### config.mk
export PLATFORM = sky130hd
export DESIGN_NAME = btn_debounce_pulse
export DESIGN_NICKNAME = d
export VERILOG_FILES = /design/src/rtl/btn_pkg.sv /design/src/rtl/sync_2ff.sv /design/src/rtl/btn_debounce_pulse.sv
export SDC_FILE = /design/constraint.sdc
export NUM_CORES = 1
export LEC_CHECK = 0
export BUFFER_PORTS_ARGS = -buffer_cell sky130_fd_sc_hd__buf_2
export CORE_MARGIN = 2
export CORE_UTILIZATION = 50
export DETAILED_ROUTE_END_ITERATION = 10
export HOLD_SLACK_MARGIN = 0.02
export PLACE_DENSITY = 0.81
export SLEW_MARGIN = 25
export SYNTH_ARGS = -nofsm -noshare
export SYNTH_HDL_FRONTEND = slang
export SYNTH_HIERARCHICAL = 1
export SYNTH_SLANG_ARGS = --single-unit
export TNS_END_PERCENT = 50
### constraint.sdc
create_clock -name CLK -period 2.1 [get_ports CLK]
set_input_delay 0.105 -clock CLK [delete_from_list [all_inputs] [get_ports CLK]]
set_output_delay 0.105 -clock CLK [all_outputs]
set_load 0.02 [all_outputs]
### src/rtl/btn_pkg.sv
// -----------------------------------------------------------------------------
// btn_pkg
// Shared definitions for the push-button debouncer:
//   - FSM state encoding used by btn_debounce_pulse
//   - default values of the timing parameters (100 MHz clock)
//   - helpers that size the cycle counters
// -----------------------------------------------------------------------------
package btn_pkg;

    typedef enum logic [1:0] {
        IDLE      = 2'd0,   // button released and stable
        PRESS_CHK = 2'd1,   // rising level seen, qualifying it
        HELD      = 2'd2,   // press accepted, button stable high
        REL_CHK   = 2'd3    // falling level seen, qualifying it
    } state_t;

    localparam int unsigned DEF_DEBOUNCE_CYCLES = 1_000_000;   // 10 ms
    localparam int unsigned DEF_REPEAT_DELAY    = 50_000_000;  // 500 ms
    localparam int unsigned DEF_REPEAT_PERIOD   = 25_000_000;  // 250 ms

    // Counter width able to hold 0 .. max_value-1, never narrower than 1 bit.
    function automatic int unsigned cnt_width(input int unsigned max_value);
        return (max_value < 2) ? 1 : $clog2(max_value);
    endfunction

    function automatic int unsigned max3(input int unsigned a,
                                         input int unsigned b,
                                         input int unsigned c);
        int unsigned m;
        m = (a > b) ? a : b;
        return (m > c) ? m : c;
    endfunction

endpackage

### src/rtl/sync_2ff.sv
// -----------------------------------------------------------------------------
// sync_2ff
// Two-flop synchronizer bringing a 1-bit asynchronous signal into CLK.
// Ports:
//   CLK  in   clock, rising edge
//   RST  in   synchronous active-high reset, clears both flops
//   d    in   asynchronous input
//   q    out  synchronized output (two CLK cycles of latency)
// -----------------------------------------------------------------------------
module sync_2ff (
    input  logic CLK,
    input  logic RST,
    input  logic d,
    output logic q
);

    logic meta;

    // NOTE: sequential state uses non-blocking assignments so both flops
    // sample their inputs at the same edge and form a real two-stage chain.
    always_ff @(posedge CLK) begin
        if (RST) begin
            meta <= 1'b0;
            q    <= 1'b0;
        end else begin
            meta <= d;
            q    <= meta;
        end
    end

endmodule

### src/rtl/btn_debounce_pulse.sv
// -----------------------------------------------------------------------------
// btn_debounce_pulse
// Debounces a raw push-button and produces registered level / press / release
// signals. A level change is accepted only after it has been stable for
// DEBOUNCE_CYCLES counted cycles; a bounce back restarts qualification.
//
// Optional feature (macro BTN_AUTOREPEAT_EN): while the button is held, extra
// btn_pulse events are produced REPEAT_DELAY cycles after the accepting pulse
// and then every REPEAT_PERIOD cycles. Without the macro the repeat logic and
// its parameters do not exist.
//
// Parameters:
//   DEBOUNCE_CYCLES  stable cycles needed to accept a change (2 .. 2**24)
//   REPEAT_DELAY     press -> first repeat pulse (macro only, >= 2)
//   REPEAT_PERIOD    cycles between repeat pulses (macro only, >= 2)
// Ports:
//   CLK          in   clock, rising edge
//   RST          in   synchronous active-high reset
//   BTN          in   raw asynchronous bouncing button
//   btn_level    out  debounced button level (registered)
//   btn_pulse    out  one-cycle press event (registered)
//   btn_release  out  one-cycle release event (registered)
// -----------------------------------------------------------------------------
module btn_debounce_pulse
    import btn_pkg::*;
#(
    parameter int unsigned DEBOUNCE_CYCLES = DEF_DEBOUNCE_CYCLES
`ifdef BTN_AUTOREPEAT_EN
    ,
    parameter int unsigned REPEAT_DELAY    = DEF_REPEAT_DELAY,
    parameter int unsigned REPEAT_PERIOD   = DEF_REPEAT_PERIOD
`endif
) (
    input  logic CLK,
    input  logic RST,
    input  logic BTN,
    output logic btn_level,
    output logic btn_pulse,
    output logic btn_release
);

`ifdef BTN_AUTOREPEAT_EN
    localparam int unsigned CNT_W = cnt_width(max3(DEBOUNCE_CYCLES, REPEAT_DELAY, REPEAT_PERIOD));
`else
    localparam int unsigned CNT_W = cnt_width(DEBOUNCE_CYCLES);
`endif

    localparam logic [CNT_W-1:0] DB_LAST = CNT_W'(DEBOUNCE_CYCLES - 1);

    logic             sync_in;
    state_t           state;
    state_t           state_nxt;
    logic [CNT_W-1:0] db_cnt;
    logic             rpt_fire;
    logic             level_nxt;
    logic             pulse_nxt;
    logic             release_nxt;

    sync_2ff u_sync (
        .CLK (CLK),
        .RST (RST),
        .d   (BTN),
        .q   (sync_in)
    );

    // ---------------------------------------------------------------- state
    always_ff @(posedge CLK) begin
        if (RST) state <= IDLE;
        else     state <= state_nxt;
    end

    // ----------------------------------------------------------- next state
    // NOTE: every combinational output gets a default before the case so no
    // path leaves it unassigned, which would otherwise infer a latch.
    always_comb begin
        state_nxt = state;
        unique case (state)
            IDLE:      if (sync_in) state_nxt = PRESS_CHK;
            PRESS_CHK: begin
                if (!sync_in)              state_nxt = IDLE;
                else if (db_cnt == DB_LAST) state_nxt = HELD;
            end
            HELD:      if (!sync_in) state_nxt = REL_CHK;
            REL_CHK: begin
                if (sync_in)               state_nxt = HELD;
                else if (db_cnt == DB_LAST) state_nxt = IDLE;
            end
            default:   state_nxt = IDLE;
        endcase
    end

    // ------------------------------------------------------ stable counter
    // Cleared on every state change, so each qualification window starts at
    // zero; it stops at DB_LAST instead of wrapping.
    always_ff @(posedge CLK) begin
        if (RST) begin
            db_cnt <= '0;
        end else if (state_nxt != state) begin
            db_cnt <= '0;
        end else if ((state == PRESS_CHK || state == REL_CHK) && db_cnt != DB_LAST) begin
            db_cnt <= db_cnt + CNT_W'(1);
        end
    end

    // ------------------------------------------------------ auto-repeat
`ifdef BTN_AUTOREPEAT_EN
    localparam logic [CNT_W-1:0] RPT_DELAY_LAST  = CNT_W'(REPEAT_DELAY - 1);
    localparam logic [CNT_W-1:0] RPT_PERIOD_LAST = CNT_W'(REPEAT_PERIOD - 1);

    logic [CNT_W-1:0] rpt_cnt;
    logic             rpt_periodic;   // first repeat already issued
    logic [CNT_W-1:0] rpt_last;

    assign rpt_last = rpt_periodic ? RPT_PERIOD_LAST : RPT_DELAY_LAST;
    assign rpt_fire = (state == HELD) && (state_nxt == HELD) && (rpt_cnt == rpt_last);

    // Restarts from REPEAT_DELAY on every (re)entry into HELD.
    always_ff @(posedge CLK) begin
        if (RST || state != HELD || state_nxt != HELD) begin
            rpt_cnt      <= '0;
            rpt_periodic <= 1'b0;
        end else if (rpt_fire) begin
            rpt_cnt      <= '0;
            rpt_periodic <= 1'b1;
        end else if (rpt_cnt != rpt_last) begin
            rpt_cnt      <= rpt_cnt + CNT_W'(1);
        end
    end
`else
    assign rpt_fire = 1'b0;
`endif

    // -------------------------------------------------------------- outputs
    always_comb begin
        level_nxt   = (state_nxt == HELD) || (state_nxt == REL_CHK);
        pulse_nxt   = ((state == PRESS_CHK) && (state_nxt == HELD)) || rpt_fire;
        release_nxt = (state == REL_CHK) && (state_nxt == IDLE);
    end

    always_ff @(posedge CLK) begin
        if (RST) begin
            btn_level   <= 1'b0;
            btn_pulse   <= 1'b0;
            btn_release <= 1'b0;
        end else begin
            btn_level   <= level_nxt;
            btn_pulse   <= pulse_nxt;
            btn_release <= release_nxt;
        end
    end

endmodule

==> summary.txt <==
Placed design
  • IO Port Bufs: 5
  • Cells after DPL: between 150 and 200
  • Final GP Congestion: roughly 0.83
  • Detailed Place HPWL: between 1500 and 2000 microns

Floorplanning
  • Die height: around 54 microns
  • I/O pins: 6
  • Die width: between 50 and 60 microns
  • Effective utilization at floorplan: 0.518
  • Die footprint: 2910 sq um
  • Core Region: 2410 sq um
  • Rows: 18

Routing
  • Routed len/inst: between 10 and 15 microns
  • Vias per std cell: just under 6
  • Total wire length: about 2500 microns
  • DRT antenna net count: 0
  • Drt pass-1 iters: 4
  • DRC errors left: 0
  • Vias post-DR: approximately 1.1k
  • Initial drt markers: 52

GRT
  • Initial antenna violation count: 0
  • First-pass GRT wire length: around 4300 microns
  • Largest net degree at the start of global routing: 18
  • GRT Overall Usage: 0.204
  • Total gr overflow: 0
  • Vias in the first global route: about 990

Logic synthesis
  • Netlist area before placement: between 1000 and 1500 sq um
  • Seq cells post-synth: 27
  • Synth Area per Inst: just under 9 sq um
  • Synth Flop Type: dfxtp_1
  • Post-synth EDFFs: 0
  • Sequential fraction of the synthesis area: 0.433
  • Yosys warns: 6
  • Cells after Synth: 140
  • Mapped Nets: ~140
  • Post-synthesis async set-or-reset flop share: 0
  • Synth unique cells: 35

Status
  • Violated checks: setup timing
  • Status: finished with violations

Timing
  • Worst-Margin Slew: around 400 ps
  • RSZ-0062 raised after global routing: true
  • Final period util: 1.01
  • Upper clock frequency limit: 469 MHz
  • Minimum clock period: 2130 ps
  • Slew headroom: 0.727
  • Clk_skew: ~3.7 ps
  • Fin worst setup slack: -31.3 ps
  • Slew Viols, Final: 0
  • Setup tns final: -278 ps
  • Endpoints failing setup: 17
  • Hold Violations, Final: 0

Power
  • Pwr Density: 539 nW/um^2
  • Leak pwr: 0.000500 uW
  • Peak supply drop: 0.490 mV

Cells and area
  • Commonest non-fill, non-tap cells in the layout: dfxtp_1 (24), nor2_1 (18), nand2_1 (14)
  • Storage cell area: around 540 sq um
  • NumNets Final: about 160
  • Share of layout cells above drive strength 1: 0.214
  • Fillers: 200
  • Commonest non-fill, non-tap cell in the layout: dfxtp_1
  • Final Util: 0.596
  • Area of the multi-input gates: about 670 sq um
  • N_diodes: 0
  • Area grow syn2layout: 14.9%
  • Non-Filler Instances: ~190

Worst setup path
  • CP Cell Sequence: or4b_4 > or4_4 > or2_4 > nand2b_2 > buf_12 > a21oi_1
  • Worst Path Required: 2330 ps
  • CP Max Fanout: 17
  • Crit path from: db_cnt[11]
  • Type of the worst setup path: reg2reg
  • Crit path largest cell delay: ~570 ps
  • Crit path DAT: between 2000 and 2500 ps
  • Reg-to-Reg Start: db_cnt[11]
  • CP Capture Type: flop
  • Worst setup SP type: flop
  • Critical path's slowest cell: or4_4

CTS
  • CTS tree: done
  • Clock root buffer master: clkbuf_4
  • Htree depth: 1
  • Clock Path Buffers: 2
  • Latest clock arrival within the worst-skew pair: between 300 and 400 ps
  • CTS buffer count: 3
  • Clock-pin slew on the worst setup and hold paths: 140 ps
  • Clock Sinks: 27

Worst hold path
  • HP Start: RST
  • Hold Crit Class: in2reg

Run
  • Maximum Capacitance Violations: 0
[layout make-up]
cell class / instances / share of cell area
multi-input cells: 107 / 0.470
repair buffers: 19 / 0.101
flip-flops and latches: 27 / 0.379
well taps: 30 / 0.0262
clock buffers: 4 / 0.0183
inverters: 2 / 0.00523
[flip-flops by register name (all words and copies together) (netlist names)]
| register | flops |
|---|---|
| btn_pulse | 1 |
| state | 2 |
| db_cnt | 20 |
| u_sync/q | 1 |
| btn_release | 1 |
| u_sync/meta | 1 |
| btn_level | 1 |
[per-layer routing]
| metal | global-route usage | wire length (microns) |
|---|---|---|
| met4 | 0.100 | 52 |
| met5 | 0 | 0 |
| met2 | 0.311 | 1240 |
| met1 | 0.283 | 1100 |
| met3 | 0.0250 | 90 |
[what timing repair did]
| action | 4_1_cts | 5_1_grt |
|---|---|---|
| hold buffers | 1 | 0 |
| pin swaps | 0 | 1 |
| buffers inserted | 0 | 0 |
| endpoints found under the setup margin | 19 | 21 |
| endpoints found under the hold margin | 1 | 0 |
| resized for setup | 1 | 3 |
[worst max-delay path, delay by kind of cell (launching register included)]
family,cells,cell delay (ps)
flip-flops,1,350
buffers and inverters,1,140
AO/OA/AOI/OAI,1,50
AND/OR/NAND/NOR,4,1470
[logic make-up (layout without fill, tap and decap cells)]
kind of cell	count (synthesis)	count (layout)	share of synthesized area
XOR/XNOR	14	14	0.0982
AND/OR/NAND/NOR	74	74	0.320
AO/OA/AOI/OAI	17	17	0.0932
buffers and inverters	6	25	0.0381
multiplexers	1	1	0.00802
adder cells (fa/ha/maj)	1	1	0.0100
flip-flops	27	27	0.433
[path summary, 6_finish.rpt]
kind                to  slack (ps)  cells after the start
max reg2reg  db_cnt[5]         -30                      6
min reg2reg   u_sync/q         470                      1
max          db_cnt[5]         -30                      6
min           u_sync/q          50                      2
[synth_stat cells (2+ instances only)]
master / instances / area share
inv_1: 2 / 0.0060
dfxtp_1: 27 / 0.43
nand2_1: 14 / 0.042
nor2_1: 18 / 0.054
xnor2_1: 6 / 0.042
nand2b_1: 3 / 0.015
or4b_1: 2 / 0.016
nand4_1: 7 / 0.035
a21oi_1: 8 / 0.032
and3_1: 2 / 0.010
nand3_1: 5 / 0.020
nor3_1: 5 / 0.020
nor2b_1: 2 / 0.010
o31ai_1: 4 / 0.024
nor4b_1: 2 / 0.014
or4_1: 5 / 0.030
or2_2: 2 / 0.010
o2111ai_1: 2 / 0.014
xor2_1: 8 / 0.056
[metrics by stage]
step	hold WS, ps	worst slack [ps]	total power [uW]	area (sq um)
floorplan	174	-45.0	554	1260
global placement	312	-54.1	559	1380
detailed placement	341	-82.9	561	1380
CTS	25.7	-6.52	779	1420
global route	43.0	-87.0	806	1440
finish	45.7	-31.3	774	1440
[where the power goes]
part / total [uW] / switching, uW / internal (uW)
Sequential: 518 / 2.40 / 515
Clock: 222 / 148 / 74.6
Combinational: 34.0 / 19.2 / 14.8
Total: 774 / 169 / 605
Note: power is estimated with default switching activity, not from simulation.
